$ cat src/rtl/alu_arbiter.sv
// Two-requester front end to a shared 32-bit ALU: round-robin or fixed-priority grant,
// valid/ready handshakes on both sides, one transaction in flight, registered result.
module alu_arbiter #(
    parameter int unsigned WIDTH       = 32,
    parameter bit          ROUND_ROBIN = 1'b1
) (
    input  logic             clk,
    input  logic             reset,
    input  logic             req0_valid,
    output logic             req0_ready,
    input  logic [2:0]       req0_op,
    input  logic [WIDTH-1:0] req0_a,
    input  logic [WIDTH-1:0] req0_b,
    input  logic             req1_valid,
    output logic             req1_ready,
    input  logic [2:0]       req1_op,
    input  logic [WIDTH-1:0] req1_a,
    input  logic [WIDTH-1:0] req1_b,
    output logic             rsp_valid,
    input  logic             rsp_ready,
    output logic             rsp_id,
    output logic [WIDTH-1:0] rsp_result,
    output logic             rsp_zero
);

    typedef enum logic [1:0] {IDLE, EXEC, RESP} state_t;

    state_t           state;
    logic             last_grant;
    logic [2:0]       op_q;
    logic [WIDTH-1:0] a_q;
    logic [WIDTH-1:0] b_q;
    logic             id_q;

    logic             gnt_any;
    logic             gnt_id;
    logic [WIDTH-1:0] diff;
    logic             ovf;
    logic [WIDTH-1:0] alu_res;

    // On a tie, round-robin favours whoever was not served last; fixed mode favours req0.
    always_comb begin
        gnt_any = req0_valid | req1_valid;
        gnt_id  = 1'b0;
        if (req0_valid && req1_valid)
            gnt_id = ROUND_ROBIN ? ~last_grant : 1'b0;
        else
            gnt_id = req1_valid;
    end

    assign req0_ready = !reset && (state == IDLE) && gnt_any && !gnt_id;
    assign req1_ready = !reset && (state == IDLE) && gnt_any &&  gnt_id;

    // Signed less-than from the subtractor's sign bit corrected for overflow.
    always_comb begin
        diff    = a_q + ~b_q + WIDTH'(1);
        ovf     = (a_q[WIDTH-1] != b_q[WIDTH-1]) && (diff[WIDTH-1] != a_q[WIDTH-1]);
        alu_res = '0;
        case (op_q)
            3'b000:  alu_res = a_q & b_q;
            3'b001:  alu_res = a_q | b_q;
            3'b010:  alu_res = a_q + b_q;
            3'b110:  alu_res = diff;
            3'b111:  alu_res[0] = diff[WIDTH-1] ^ ovf;
            default: alu_res = '0;
        endcase
    end

    always_ff @(posedge clk or posedge reset) begin
        if (reset) begin
            state      <= IDLE;
            last_grant <= 1'b1;
            op_q       <= '0;
            a_q        <= '0;
            b_q        <= '0;
            id_q       <= 1'b0;
            rsp_valid  <= 1'b0;
            rsp_id     <= 1'b0;
            rsp_result <= '0;
            rsp_zero   <= 1'b1;
        end else begin
            case (state)
                IDLE: begin
                    if (gnt_any) begin
                        id_q  <= gnt_id;
                        op_q  <= gnt_id ? req1_op : req0_op;
                        a_q   <= gnt_id ? req1_a  : req0_a;
                        b_q   <= gnt_id ? req1_b  : req0_b;
                        state <= EXEC;
                    end
                end
                EXEC: begin
                    rsp_result <= alu_res;
                    rsp_zero   <= (alu_res == '0);
                    rsp_id     <= id_q;
                    rsp_valid  <= 1'b1;
                    state      <= RESP;
                end
                RESP: begin
                    if (rsp_ready) begin
                        rsp_valid  <= 1'b0;
                        last_grant <= rsp_id;
                        state      <= IDLE;
                    end
                end
                default: state <= IDLE;
            endcase
        end
    end

endmodule

$ cat config.mk
export PLATFORM = sky130hd
export DESIGN_NAME = alu_arbiter
export DESIGN_NICKNAME = d
export VERILOG_FILES = /design/src/rtl/alu_arbiter.sv
export SDC_FILE = /design/constraint.sdc
export NUM_CORES = 1
export LEC_CHECK = 0
export ABC_AREA = 1
export BUFFER_PORTS_ARGS = -buffer_cell sky130_fd_sc_hd__buf_4
export CAP_MARGIN = 20
export CORE_MARGIN = 2
export CORE_UTILIZATION = 40
export CTS_CLUSTER_DIAMETER = 50
export DETAILED_ROUTE_END_ITERATION = 8
export PLACE_DENSITY = 0.58
export SLEW_MARGIN = 20
export SYNTH_ARGS = -nofsm -noshare
export SYNTH_HDL_FRONTEND = slang
export SYNTH_SLANG_ARGS = --single-unit
$ cat constraint.sdc
create_clock -name clk -period 4.55 [get_ports clk]
set_input_delay 0.455 -clock clk [delete_from_list [all_inputs] [get_ports clk]]
set_output_delay 0.455 -clock clk [all_outputs]
set_load 0.01 [all_outputs]
==> results.md <==
* Dpl hpwl at roughly 34000 um
* Syn Area/Cell at around 6 sq um
* Initial Utilization at 40.4%
* Worst Path Max Fanout at 9
* Die area at ~28000 sq um
* Fill cells at 2923
* Largest net degree at the start of global routing at 78
* Post-synth ARST share at 100%
* Worst endpoint required time at 4.86 ns
* Clock tree buffer depth at 2
* Max-Cap Viols at 0
* Startpoint class of the critical path: flip-flop
* Worst Skew at 0.0147 ns
* DRT iter0 DRCs at roughly 1100
* # resized after CTS at 0
* Hold Fails Final Rpt at 0
* Layout Nets at ~2100
* Arrival time worst endpoint at approximately 4.3 ns
* Chip Height at about 170 um
* Status: finished, final reports clean
* PortBufs at roughly 180
* Fin Setup TNS at 0 ns
* Most frequent cells in the layout: nand2_1, inv_1, nand3_1, buf_4, nor2_1
* EDFF count, synth at 0
* Final min period at 3.95 ns
* Cells after synthesis at around 1700
* Synth area leader: dfrtp_1
* Worst-margin pin slew at 0.786 ns
* Sequential fraction of the synthesis area at around 25%
* Root buf cell: clkbuf_16
* H-tree levels at 3
* Synth Flop Type: dfrtp_1
* ANT nets after route at 0
* Period utilization at roughly 87%
* Sink Count at between 100 and 150
* Synthesized cell area at about 11000 sq um
* R2R setup slack at 0.60 ns
* # setup viols final at 0
* Vias in the first global route at 11065
* Area Growth Syn to Fin at 17.6%
* First-pass GRT wire length at about 64000 um
* Seq. cell area at 2660 sq um
* Synth unique cells at 36
* Global-route usage over all layers at between 20% and 30%
* Share of layout cells above drive strength 1 at between 10% and 20%
* Clock Latency Late Sink at about 0.37 ns
* Initial antenna violation count at 0
* CTS tree: done
* # hold bufs at CTS at 0
* CTS clk-pin slew, worst paths at 0.08 ns
* Synthesis-stage register bit count at 106
* Crit end category: flip-flop
* Total routed wirelength at slightly above 40000 um
* Synth area leaders: dfrtp_1, nand2_1, inv_1
* Final Max Tran Viols at 0
* Post-route DRC at 0
* Slew HR at 47.3%
* Tightest Hold Check Type: in -> async
* Post-CTS setup repair buffer count at 0
* Drt first pass iters at 5
* Vias per inst at approximately 5.2
* Most common cell after layout, fill and taps aside: nand2_1
* Via count at roughly 12000
* Multi-input logic area at 6440 sq um
* # rows at 60
* Core ar. at 26700 sq um
* Syn Nets at just under 2000
* TritonCTS buffer count at 9
* Fmax at around 250 MHz
* Io pins at between 150 and 200
* Final RePlAce weighted congestion at around 0.94
* Setup Crit Path Kind: reg -> reg
* Die width at between 150 and 200 um
* DR WL/cell at 18.4 um
* Antenna diodes at 0
* Warnings, synthesis at 0
* Overflow after GRT at 0
* Post-synth top area share at ~24%
* RSZ-0062 raised after global routing: false
## flip-flops by register name, indices dropped and copies added (netlist names)
| register | count |
|---|---|
| a_q | 32 |
| b_q | 32 |
| id_q | 1 |
| last_grant | 1 |
| op_q | 3 |
| rsp_id | 1 |
| rsp_result | 32 |
| rsp_valid | 1 |
| rsp_zero | 1 |
| state | 2 |
## cell families (layout without fill, tap and decap cells)
family	count (synthesis)	after routing	synth area share [%]
compound gates	200	200	12.1
xor+xnor	1	1	0.0814
fa+ha+maj	106	106	12.5
buf+inv	436	577	15.5
flops	106	106	24.7
mux	1	1	0.105
simple gates	895	895	35.0
## synth_stat cells (6+ instances only)
| master | instances |
|---|---|
| a21oi_1 | 53 |
| and2_1 | 7 |
| buf_1 | 7 |
| buf_2 | 18 |
| clkbuf_1 | 36 |
| dfrtp_1 | 104 |
| ha_1 | 103 |
| inv_1 | 366 |
| nand2_1 | 496 |
| nand3_1 | 211 |
| nand3b_1 | 7 |
| nand4_1 | 19 |
| nor2_1 | 135 |
| nor2_2 | 6 |
| nor3_1 | 7 |
| o21ai_0 | 50 |
| o21bai_1 | 6 |
| o221ai_1 | 66 |
| o22ai_1 | 18 |
## layer usage
metal / global-route usage [%] / vias to the layer above / share of wire, %
met5: 0 / - / 0
met2: 41.6 / 403 / 39
met3: 5.34 / 41 / 7.5
li1: - / 5772 / -
met4: 6.84 / 0 / 1.9
met1: 45.8 / 5396 / 51
## metrics by stage
stage / instances / setup WS, ns / utilization (%) / area, sq um / hold WS [ns]
6_report: 2227 / 0.603 / 47.5 / 12700 / 0.134
5_1_grt: 2227 / 0.131 / 47.5 / 12700 / 0.171
4_1_cts: 2227 / 0.658 / 47.5 / 12700 / 0.144
3_5_place_dp: 2211 / 0.710 / 46.4 / 12400 / 0.465
3_3_place_gp: 2211 / 0.791 / 46.4 / 12400 / 0.456
2_1_floorplan: 1745 / 1.31 / - / 10800 / 0.474
## final timing paths
kind,to,start,cells past startpoint
worst max-delay path,rsp_zero,a_q[9],27
worst min-delay path,a_q[0],reset,2
worst max register to register,rsp_zero,a_q[9],27
worst min register to register,rsp_result[19],rsp_result[19],2
max in group asynchronous,rsp_zero,reset,3
min in group clk,state[1],rsp_ready,2
## final cells by class
type                            instances  area share, %
Clock inverter                          6          0.396
Timing Repair Buffer                  190           11.4
Tap cell                              341           3.37
Clock buffer                           10           1.89
Sequential cell                       106           21.0
Multi-Input combinational cell       1203           50.9
Inverter                              371           11.0
## critical path, cell delays in order, from the launching register on
cell and delay [ns]:
dfrtp_1 0.41, inv_1 0.08, ha_1 0.43, nor2_2 0.22, inv_1 0.06, nor2_1 0.19, and2_1 0.18, nand2_1 0.05
nand3_1 0.12, nand2_1 0.11, nand2_1 0.10, nand2_1 0.07, nand2_1 0.06, a21oi_1 0.08, fa_1 0.42, nand4_1 0.10
nand3_1 0.07, nor2_1 0.31, nand2_1 0.10, nor2_1 0.09, nand2_1 0.05, nor2_1 0.09, nand3_1 0.09, nor2_1 0.10
nand2_1 0.05, nor2_1 0.09, nand3_1 0.07, nand2_1 0.07
Power is not shown: default switching activity piles up to over one toggle a cycle in this logic, so the estimate is an artifact.
